===== config.mk =====
export PLATFORM = sky130hd
export DESIGN_NAME = multicycle_ctrl
export DESIGN_NICKNAME = d
export VERILOG_FILES = /design/src/rtl/core_pkg.sv /design/src/rtl/ctrl_perf_cnt.sv /design/src/rtl/multicycle_ctrl.sv
export SDC_FILE = /design/constraint.sdc
export NUM_CORES = 1
export LEC_CHECK = 0
export CORE_MARGIN = 2
export CORE_UTILIZATION = 50
export DETAILED_ROUTE_END_ITERATION = 8
export PLACE_DENSITY_LB_ADDON = 0.25
export SLEW_MARGIN = 10
export SYNTH_ARGS = -nofsm -noshare
export SYNTH_HDL_FRONTEND = slang
export SYNTH_SLANG_ARGS = --single-unit
export TNS_END_PERCENT = 20

===== constraint.sdc =====
create_clock -name clk -period 5.6 [get_ports clk]
set_input_delay 1.68 -clock clk [delete_from_list [all_inputs] [get_ports clk]]
set_output_delay 1.68 -clock clk [all_outputs]
set_load 0.005 [all_outputs]

===== src/rtl/core_pkg.sv =====
`default_nettype none
// ============================================================================
//  Module      : core_pkg
//  Description : Shared opcode constants and control enums for the
//                multi-cycle RV32I core.
//  Revision    : 1.0 - initial release
// ============================================================================
package core_pkg;

  // RV32I major opcodes (ir[6:0])
  localparam logic [6:0] OPC_LUI    = 7'b0110111;
  localparam logic [6:0] OPC_AUIPC  = 7'b0010111;
  localparam logic [6:0] OPC_JAL    = 7'b1101111;
  localparam logic [6:0] OPC_JALR   = 7'b1100111;
  localparam logic [6:0] OPC_BRANCH = 7'b1100011;
  localparam logic [6:0] OPC_LOAD   = 7'b0000011;
  localparam logic [6:0] OPC_STORE  = 7'b0100011;
  localparam logic [6:0] OPC_OPIMM  = 7'b0010011;
  localparam logic [6:0] OPC_OP     = 7'b0110011;
  localparam logic [6:0] OPC_FENCE  = 7'b0001111;
  localparam logic [6:0] OPC_SYSTEM = 7'b1110011;

  typedef enum logic [3:0] {
    ST_FETCH   = 4'd0,
    ST_FWAIT   = 4'd1,
    ST_DECODE  = 4'd2,
    ST_EXEC    = 4'd3,
    ST_MEM     = 4'd4,
    ST_MWAIT   = 4'd5,
    ST_WB      = 4'd6,
    ST_HALT    = 4'd7,
    ST_ILLEGAL = 4'd8
  } ctrl_state_e;

  typedef enum logic [1:0] {
    PC_PLUS4 = 2'd0,
    PC_IMM   = 2'd1,
    PC_ALU   = 2'd2
  } pc_sel_e;

  typedef enum logic [1:0] {
    WB_ALU = 2'd0,
    WB_MEM = 2'd1,
    WB_PC4 = 2'd2,
    WB_IMM = 2'd3
  } wb_sel_e;

  // Opcodes that execute normally (SYSTEM is handled separately as halt).
  function automatic logic opc_known(input logic [6:0] opc);
    case (opc)
      OPC_LUI, OPC_AUIPC, OPC_JAL, OPC_JALR, OPC_BRANCH, OPC_LOAD,
      OPC_STORE, OPC_OPIMM, OPC_OP, OPC_FENCE: opc_known = 1'b1;
      default:                                 opc_known = 1'b0;
    endcase
  endfunction

endpackage
`default_nettype wire


===== src/rtl/ctrl_perf_cnt.sv =====
`default_nettype none
// ============================================================================
//  Module      : ctrl_perf_cnt
//  Description : Enabled free-running performance counter; wraps naturally
//                from all-ones to zero.
//  Revision    : 1.0 - initial release
//  Ports       : clk    - clock
//                reset  - synchronous active-high clear
//                en_i   - count enable
//                cnt_o  - current count
// ============================================================================
module ctrl_perf_cnt #(
  parameter int W = 32
) (
  input  logic         clk,
  input  logic         reset,
  input  logic         en_i,
  output logic [W-1:0] cnt_o
);

  logic [W-1:0] cnt_q;
  logic [W-1:0] cnt_d;

  always_comb begin
    cnt_d = cnt_q;
    if (en_i) cnt_d = cnt_q + W'(1);
  end

  always_ff @(posedge clk) begin
    if (reset) cnt_q <= '0;
    else       cnt_q <= cnt_d;
  end

  assign cnt_o = cnt_q;

endmodule
`default_nettype wire


===== src/rtl/multicycle_ctrl.sv =====
`default_nettype none
// ============================================================================
//  Module      : multicycle_ctrl
//  Description : Control FSM for the multi-cycle RV32I core. Sequences
//                fetch/decode/execute/memory/writeback over one shared
//                req/ready/rvalid memory port and drives the datapath
//                selects and write enables. Keeps cycle and instret counters.
//  Revision    : 1.0 - initial release
//  Ports       : clk, reset          - clock, synchronous active-high reset
//                ir_i                - current IR contents
//                br_taken_i          - branch comparator result (EXEC)
//                mem_ready_i         - memory accepts request this cycle
//                mem_rvalid_i        - read data valid
//                opcode_o            - ir_i[6:0] to immediate generator
//                ir_we_o, pc_we_o    - IR / PC write enables
//                pc_sel_o            - 0 PC+4, 1 PC+imm, 2 ALU & ~1
//                alu_a_sel_o         - 0 rs1, 1 PC
//                alu_b_sel_o         - 0 rs2, 1 imm
//                rf_we_o, wb_sel_o   - RF write / writeback source
//                mem_req_o, mem_we_o - memory request / write
//                mem_addr_sel_o      - 0 PC, 1 ALU result
//                retire_o            - one pulse per retired instruction
//                halt_o, illegal_o   - sticky terminal status
//                cycle_cnt_o         - active cycles since reset
//                instret_o           - retired instructions since reset
// ============================================================================
module multicycle_ctrl
  import core_pkg::*;
#(
  parameter int CNTW = 32
) (
  input  logic            clk,
  input  logic            reset,
  input  logic [31:0]     ir_i,
  input  logic            br_taken_i,
  input  logic            mem_ready_i,
  input  logic            mem_rvalid_i,
  output logic [6:0]      opcode_o,
  output logic            ir_we_o,
  output logic            pc_we_o,
  output logic [1:0]      pc_sel_o,
  output logic            alu_a_sel_o,
  output logic            alu_b_sel_o,
  output logic            rf_we_o,
  output logic [1:0]      wb_sel_o,
  output logic            mem_req_o,
  output logic            mem_we_o,
  output logic            mem_addr_sel_o,
  output logic            retire_o,
  output logic            halt_o,
  output logic            illegal_o,
  output logic [CNTW-1:0] cycle_cnt_o,
  output logic [CNTW-1:0] instret_o
);

  ctrl_state_e state_q;
  ctrl_state_e state_d;

  logic [6:0] opc;
  logic       is_branch;
  logic       is_fence;
  logic       is_load;
  logic       is_store;
  logic       alu_a_pc;
  logic       alu_b_imm;
  logic       cyc_en;
  logic       unused_ir_bits;

  assign opc       = ir_i[6:0];
  assign opcode_o  = opc;
  assign is_branch = (opc == OPC_BRANCH);
  assign is_fence  = (opc == OPC_FENCE);
  assign is_load   = (opc == OPC_LOAD);
  assign is_store  = (opc == OPC_STORE);

  // Only the opcode field is decoded here; the rest of the IR feeds the datapath.
  assign unused_ir_bits = ^ir_i[31:7];

  // PC is the A operand for PC-relative arithmetic; register-register ops
  // and branch compares are the only users of rs2 on the B side.
  assign alu_a_pc  = (opc == OPC_AUIPC) || (opc == OPC_JAL);
  assign alu_b_imm = !((opc == OPC_OP) || (opc == OPC_BRANCH));

  // --------------------------------------------------------------------------
  // State register
  // --------------------------------------------------------------------------
  always_ff @(posedge clk) begin
    if (reset) state_q <= ST_FETCH;
    else       state_q <= state_d;
  end

  // --------------------------------------------------------------------------
  // Next-state logic
  // --------------------------------------------------------------------------
  always_comb begin
    state_d = state_q;
    case (state_q)
      ST_FETCH:  if (mem_ready_i)  state_d = ST_FWAIT;
      ST_FWAIT:  if (mem_rvalid_i) state_d = ST_DECODE;
      ST_DECODE: begin
        if (opc == OPC_SYSTEM)  state_d = ST_HALT;
        else if (opc_known(opc)) state_d = ST_EXEC;
        else                     state_d = ST_ILLEGAL;
      end
      ST_EXEC: begin
        if (is_branch || is_fence)  state_d = ST_FETCH;
        else if (is_load || is_store) state_d = ST_MEM;
        else                          state_d = ST_WB;
      end
      ST_MEM:    if (mem_ready_i)  state_d = is_store ? ST_FETCH : ST_MWAIT;
      ST_MWAIT:  if (mem_rvalid_i) state_d = ST_WB;
      ST_WB:                       state_d = ST_FETCH;
      ST_HALT:                     state_d = ST_HALT;
      ST_ILLEGAL:                  state_d = ST_ILLEGAL;
      default:                     state_d = ST_ILLEGAL;
    endcase
  end

  // --------------------------------------------------------------------------
  // Output logic. Everything is forced idle while reset is high so an
  // interrupted instruction can never write the PC or register file.
  // --------------------------------------------------------------------------
  always_comb begin
    ir_we_o        = 1'b0;
    pc_we_o        = 1'b0;
    pc_sel_o       = PC_PLUS4;
    alu_a_sel_o    = 1'b0;
    alu_b_sel_o    = 1'b0;
    rf_we_o        = 1'b0;
    wb_sel_o       = WB_ALU;
    mem_req_o      = 1'b0;
    mem_we_o       = 1'b0;
    mem_addr_sel_o = 1'b0;
    retire_o       = 1'b0;
    halt_o         = 1'b0;
    illegal_o      = 1'b0;
    if (!reset) begin
      case (state_q)
        ST_FETCH: mem_req_o = 1'b1;
        ST_FWAIT: ir_we_o   = mem_rvalid_i;
        ST_EXEC: begin
          alu_a_sel_o = alu_a_pc;
          alu_b_sel_o = alu_b_imm;
          if (is_branch) begin
            pc_we_o  = 1'b1;
            pc_sel_o = br_taken_i ? PC_IMM : PC_PLUS4;
            retire_o = 1'b1;
          end else if (is_fence) begin
            pc_we_o  = 1'b1;
            retire_o = 1'b1;
          end
        end
        ST_MEM: begin
          // ALU selects held so the address stays stable until acceptance
          alu_a_sel_o    = alu_a_pc;
          alu_b_sel_o    = alu_b_imm;
          mem_req_o      = 1'b1;
          mem_addr_sel_o = 1'b1;
          mem_we_o       = is_store;
          if (is_store && mem_ready_i) begin
            pc_we_o  = 1'b1;
            retire_o = 1'b1;
          end
        end
        ST_MWAIT: begin
          alu_a_sel_o = alu_a_pc;
          alu_b_sel_o = alu_b_imm;
          wb_sel_o    = WB_MEM;
        end
        ST_WB: begin
          alu_a_sel_o = alu_a_pc;
          alu_b_sel_o = alu_b_imm;
          rf_we_o     = 1'b1;
          pc_we_o     = 1'b1;
          retire_o    = 1'b1;
          case (opc)
            OPC_JAL: begin
              wb_sel_o = WB_PC4;
              pc_sel_o = PC_IMM;
            end
            OPC_JALR: begin
              wb_sel_o = WB_PC4;
              pc_sel_o = PC_ALU;
            end
            OPC_LUI:  wb_sel_o = WB_IMM;
            OPC_LOAD: wb_sel_o = WB_MEM;
            default:  wb_sel_o = WB_ALU;
          endcase
        end
        ST_HALT:    halt_o    = 1'b1;
        ST_ILLEGAL: illegal_o = 1'b1;
        default: ;
      endcase
    end
  end

  // --------------------------------------------------------------------------
  // Performance counters
  // --------------------------------------------------------------------------
  assign cyc_en = (state_q != ST_HALT) && (state_q != ST_ILLEGAL);

  ctrl_perf_cnt #(.W(CNTW)) u_cycle_cnt (
    .clk   (clk),
    .reset (reset),
    .en_i  (cyc_en),
    .cnt_o (cycle_cnt_o)
  );

  ctrl_perf_cnt #(.W(CNTW)) u_instret_cnt (
    .clk   (clk),
    .reset (reset),
    .en_i  (retire_o),
    .cnt_o (instret_o)
  );

endmodule
`default_nettype wire


# --- Word-level counts from Yosys, hierarchy flattened ---
# Index checks and enable logic that the tools add are counted.
totals:
  ff_bits: 68
  inputBits: 37
  output_inout_bits: 86
  elab_cells: 87
op_classes:
  add_sub_neg: 2
  n_eq_ne: 25
  mux: 44
  n_reduce_logical: 13
ops:
  columns: ["operator", "n"]
  rows:
  - ["$add 32x1->32 const B", 2]
  - ["$pmux 4 s8", 1]
  - ["$eq 7x7->1 const B", 4]
  - ["$mux 1", 27]
  - ["$mux 4", 6]
  - ["$eq 7x6->1 const B", 3]
  - ["$eq 4x3->1 const B", 4]
  - ["$eq 7x5->1 const B", 2]
  - ["$pmux 2 s2", 3]
  - ["$reduce_or 10->1", 1]
  - ["$eq 4x2->1 const B", 2]
  - ["$ne 2x2->1 const B", 4]
  - ["$eq 7x2->1 const B", 1]
  - ["$eq 7x4->1 const B", 1]
  - ["$mux 2", 3]
  - ["$mux 3", 2]
  - ["$pmux 2 s3", 1]
  - ["$eq 4x1->1 const B", 1]
  - ["$eq 4x4->1 const B", 1]
  - ["$logic_not 4->1", 1]
  - ["$logic_or 1x1->1", 4]
  - ["$ne 4x3->1 const B", 1]
  - ["$ne 4x4->1 const B", 1]
  - ["$reduce_and 4->1", 1]
  - ["other kinds (5)", 7]

# --- Longest topological paths before layout ---
logic_depth:
  depth_word: 8
  mapped_depth: 9
  ltp_nobuf: 6

# --- By module ---
# From an unflattened synthesis, not the netlist that was laid out.
hier_totals:
  hier_cells: 471
  hier_area_um2: 3888.7
by_module_without_submodules:
  columns: ["module", "instances", "cells_per_inst", "area_per_inst_um2", "seq_area_each_um2"]
  rows:
  - ["ctrl_perf_cnt", 2, 181, 1564.0, 640.6]
  - ["multicycle_ctrl", 1, 109, 760.7, 80.1]

# --- Worst setup path before layout ---
# No wires, ideal clock.
synth_path:
  path_type: "input port to output port"
  start: "in ir_i[2]"
  end: "out wb_sel_o[0]"
  arrival_ns: 2.806
  setup_slack_ns: 1.114
  path_stages: 5
  n_path_buf: 1
  cell_sequence: "buf_2 or3_1 a2111oi_0 nand3b_1 a21oi_1"
synth_via:
  elab_chain_cells: 5
  elab_cells_between_ends: 8
synth_rtl:
  columns: ["element", "line", "source"]
  rows:
  - ["start: declaration", "multicycle_ctrl.sv:34", "input logic [31:0] ir_i,"]
  - ["$eq 7x7->1", "multicycle_ctrl.sv:176", "case (opc)"]
  - ["$reduce_or 2->1 (no source line)", null, null]
  - ["$pmux 2 s3 *", "multicycle_ctrl.sv:176", null]
  - ["$pmux 2 s2 *", "multicycle_ctrl.sv:138", "case (state_q)"]
  - ["$mux 2 *", "multicycle_ctrl.sv:137", "if (!reset) begin"]
  - ["end: declaration", "multicycle_ctrl.sv:45", "output logic [1:0] wb_sel_o,"]
# Every way passes the cells marked *; elsewhere a longest branch is shown, timed or not.

# --- Worst setup path after layout ---
# Ends and elaborated chain as after synthesis.

==> impl_metrics.py <==
metrics = {
    "clock_tree": {
        "postCtsSetupBuffers": 0,
        "clk_path_buf_depth": 2,
        "cts_tree": "done",
        "clk_pin_slew_ps": 80,
        "post_cts_resized": 0,
        "holdBufCountCts": 0,
        "numCtsBuffers": 9,
        "clock-sinks": 68,
        "cts_max_level": 3,
        "clk_latency_ps": 350,
        "cts-root-buf": "clkbuf_8",
    },
    "sta": {
        "finalCriticalPeriod_ps": 5410,
        "fin_hold_ws_ps": 499,
        "fmaxAchievable_ghz": 0.185,
        "layout_worst_path_cycle_share_pct": 96.5,
        "setup_violations": 0,
        "skew_ps": 6.05,
        "fin_setup_tns_ps": 0,
        "worstMarginPinSlew_ps": 661,
        "rsz0062_at_grt": "no",
        "slew_violations": 0,
        "maxSlewHeadroom_pct": 55.8,
        "hold_viol": 0,
    },
    "global_route": {
        "grt_overflow": 0,
        "grtUsageTotal_pct": 23.3,
        "grt_busiest_layer": "met2",
        "grt_pass1_vias": 3496,
        "grtUsageMet2_pct": 40.3,
        "antenna_found_initial": 0,
        "grt_pass1_wl_mm": 16.3,
        "grt_use_met3_pct": 3.07,
        "grt_max_degree": 56,
        "grt_use_met1_pct": 30.0,
    },
    "synth": {
        "synth_cell_types": 51,
        "syn_area_sq_um": 3810,
        "syn_nets": 503,
        "synth_edf_count": 0,
        "ys_seq_elements": 68,
        "yosysWarningCount": 0,
        "synth_area_per_cell_sq_um": 8.21,
        "synthCells": 464,
        "async_flop_share_pct": 0,
        "yosysSeqAreaShare_pct": 35.8,
        "synthFlopType": "dfxtp_1",
    },
    "setup_path": {
        "crit_fanout": 2,
        "critPathKind": "primary input to primary output",
        "cp_data_required_time_ps": 3920,
        "timing.rr.end": "u_cycle_cnt.cnt_o[30]",
        "slowest_stage": "clkdlybuf4s50_1",
        "worstReg2RegStart": "state_q[0]",
        "crit_arrival_ps": 3730,
        "critPathLaunchType": "primary input",
        "setup.worst_path.end_class": "primary output",
        "crit_chain": "clkdlybuf4s50_1 > or3_1 > a2111oi_0 > nand3b_1 > a21oi_1 > clkdlybuf4s50_1",
        "ff2ff_setup_slack_ps": 3160,
        "crit_buf_inv": 2,
        "critPathLaunch": "ir_i[2]",
        "ff2ff_path_depth": 5,
        "slowest_delay_ps": 520,
        "crit_family": "buffers and inverters",
        "cpMostUsedCell": "clkdlybuf4s50_1",
    },
    "pwr": {
        "vdd_drop_max_uv": 141,
        "p_leak_nw": 1.55,
        "totalPowerFinal_w": 0.000983,
        "power_density_nw_per_um2": 198,
    },
    "routing": {
        "drtAntennaViolNets": 0,
        "drt_wl_total_mm": 9.67,
        "via_count": 3824,
        "wl_per_cell_um": 14.9,
        "drc": 0,
        "drtIter0Drc": 186,
        "viasPerCell": 5.89,
        "firstDrtPassIters": 5,
    },
    "die": {
        "num_rows": 31,
        "start_util_pct": 51.9,
        "pin_count": 123,
        "die_y_um": 91.3,
        "die_width_um": 91.3,
        "core_sq_um": 7330,
        "fp.dieArea_sq_um": 8330,
    },
    "placed_design": {
        "dp_hpwl_mm": 6.71,
        "port_buffers": 97,
        "gp_congestion": 0.910,
    },
    "finish": {
        "nets": 584,
        "n_antenna_cell": 0,
        "final_util_pct": 67.7,
        "final_layout_size_suffix_gt1_share_pct": 7.45,
        "synthToLayoutAreaGrowth_pct": 30.4,
    },
    "hold_path": {
        "min-delay-start": "u_instret_cnt.cnt_o[17]",
        "whs_endpoint": "u_instret_cnt.cnt_o[17]",
        "hp-class": "flop to flop",
        "min_path_cells": 2,
    },
    "run_status": {
        "status": "finished, final reports clean",
    },
    "run": {
        "cap_violations": 0,
    },
}
==> cells in the mapped netlist, types with 2 or more instances <==
| master | count | area (sq um) |
|---|---|---|
| dfxtp_1 | 68 | 1360 |
| nor2_1 | 42 | 158 |
| a21oi_1 | 32 | 160 |
| nand2_1 | 31 | 116 |
| nand4_1 | 23 | 144 |
| nand3_1 | 22 | 110 |
| xnor2_1 | 19 | 166 |
| clkbuf_1 | 18 | 67.6 |
| or4_1 | 18 | 135 |
| o31ai_1 | 17 | 128 |
| nor4_1 | 14 | 87.6 |
| o21ai_0 | 13 | 65.1 |
| buf_4 | 11 | 82.6 |
| nor3_1 | 11 | 55.1 |
| xor2_1 | 11 | 96.3 |
| inv_1 | 10 | 37.5 |
| or3_1 | 10 | 62.6 |
| and4_1 | 8 | 70.1 |
| o21a_1 | 8 | 60.1 |
| and3_1 | 7 | 43.8 |
| nand2b_1 | 7 | 43.8 |
| and2_1 | 6 | 37.5 |
| buf_2 | 6 | 30.0 |
| o31a_1 | 6 | 52.6 |
| and4bb_2 | 4 | 50.1 |
| nor2b_1 | 4 | 25.0 |
| buf_6 | 3 | 33.8 |
| o311ai_0 | 3 | 26.3 |
| o41ai_1 | 3 | 26.3 |
| and3b_1 | 2 | 17.5 |
| ha_1 | 2 | 25.0 |
| mux2_2 | 2 | 22.5 |
| nand3b_1 | 2 | 15.0 |
| nand4b_1 | 2 | 17.5 |
| nor4b_1 | 2 | 17.5 |
| o32a_1 | 2 | 20.0 |
==> worst max path at each step <==
stage                              to  cells after the start  slack (ps)
after floorplan           wb_sel_o[0]                      5        1110
after global placement    wb_sel_o[0]                      6         130
after detailed placement  wb_sel_o[0]                      6         180
after CTS                 wb_sel_o[0]                      6         160
after global routing      alu_a_sel_o                      7          50
final                     wb_sel_o[0]                      6         190
==> logic make-up after synthesis <==
| kind of cell | after synthesis | synth area share [%] |
|---|---|---|
| fa+ha+maj | 2 | 0.657 |
| simple gates | 222 | 33.4 |
| xor+xnor | 30 | 6.90 |
| compound gates | 92 | 16.1 |
| mux | 2 | 0.591 |
| buf+inv | 48 | 6.61 |
| flops | 68 | 35.8 |
==> cell usage in the layout, fill, tap and decap left out, types with 3 or more instances in the layout <==
| master | Yosys | layout |
|---|---|---|
| xnor2_1 | 19 | 19 |
| o21a_1 | 8 | 8 |
| nor2_1 | 42 | 42 |
| and4bb_2 | 4 | 4 |
| o31ai_1 | 17 | 17 |
| and4_1 | 8 | 8 |
| nor2b_1 | 4 | 4 |
| and2_1 | 6 | 6 |
| o31a_1 | 6 | 6 |
| a21oi_1 | 32 | 32 |
| or4_1 | 18 | 18 |
| clkdlybuf4s50_1 | 0 | 96 |
| or3_1 | 10 | 10 |
| nand3_1 | 22 | 22 |
| buf_4 | 11 | 11 |
| inv_1 | 10 | 10 |
| nand4_1 | 23 | 23 |
| nor4_1 | 14 | 14 |
| nand2b_1 | 7 | 7 |
| o311ai_0 | 3 | 3 |
| o41ai_1 | 3 | 3 |
| clkbuf_8 | 0 | 9 |
| dfxtp_1 | 68 | 68 |
| nand2_1 | 31 | 31 |
| and3_1 | 7 | 7 |
| o21ai_0 | 13 | 13 |
| xor2_1 | 11 | 11 |
| nor3_1 | 11 | 11 |
==> report_power, final <==
group / total, W / switching, W / internal (W) / leakage [nW]
Combinational: 0.0000742 / 0.0000361 / 0.0000381 / 0.897
Sequential: 0.000499 / 0.0000114 / 0.000488 / 0.548
Clock: 0.000410 / 0.000201 / 0.000209 / 0.104
==> flip-flops by register name, indices dropped and copies added (netlist names) <==
signal,count
state_q,4
u_cycle_cnt.cnt_o,32
u_instret_cnt.cnt_o,32
==> metal layers <==
layer / up-vias / part of all wire, %
li1: 1896 / -
met5: - / 0
met4: 0 / 1.1
met2: 112 / 50
met1: 1807 / 45
met3: 9 / 4.6
==> worst reg2reg max path, cell delays in order, from the launching register on <==
cell	delay, ps
dfxtp_1	670
or4b_2	310
nand4_1	550
nor4b_1	570
xnor2_1	170
nor2_1	50
==> cell type report <==
type                       count  area, sq um
fill                         606         2370
multi-input combinational    348         2190
sequential                    68         1360
timing repair buffer         108         1050
clock buffer                   9          124
tap                           99          124
clock inverter                 7         75.1
inverter                      10         37.5
==> stage by stage <==
step	setup WS [ps]	area, sq um	std cells
2_1_floorplan	1110	3810	464
3_3_place_gp	129	4770	633
3_5_place_dp	181	4770	633
4_1_cts	158	4960	649
5_1_grt	47.7	4960	649
6_report	193	4960	649
Power figures use the tool's default switching activity.
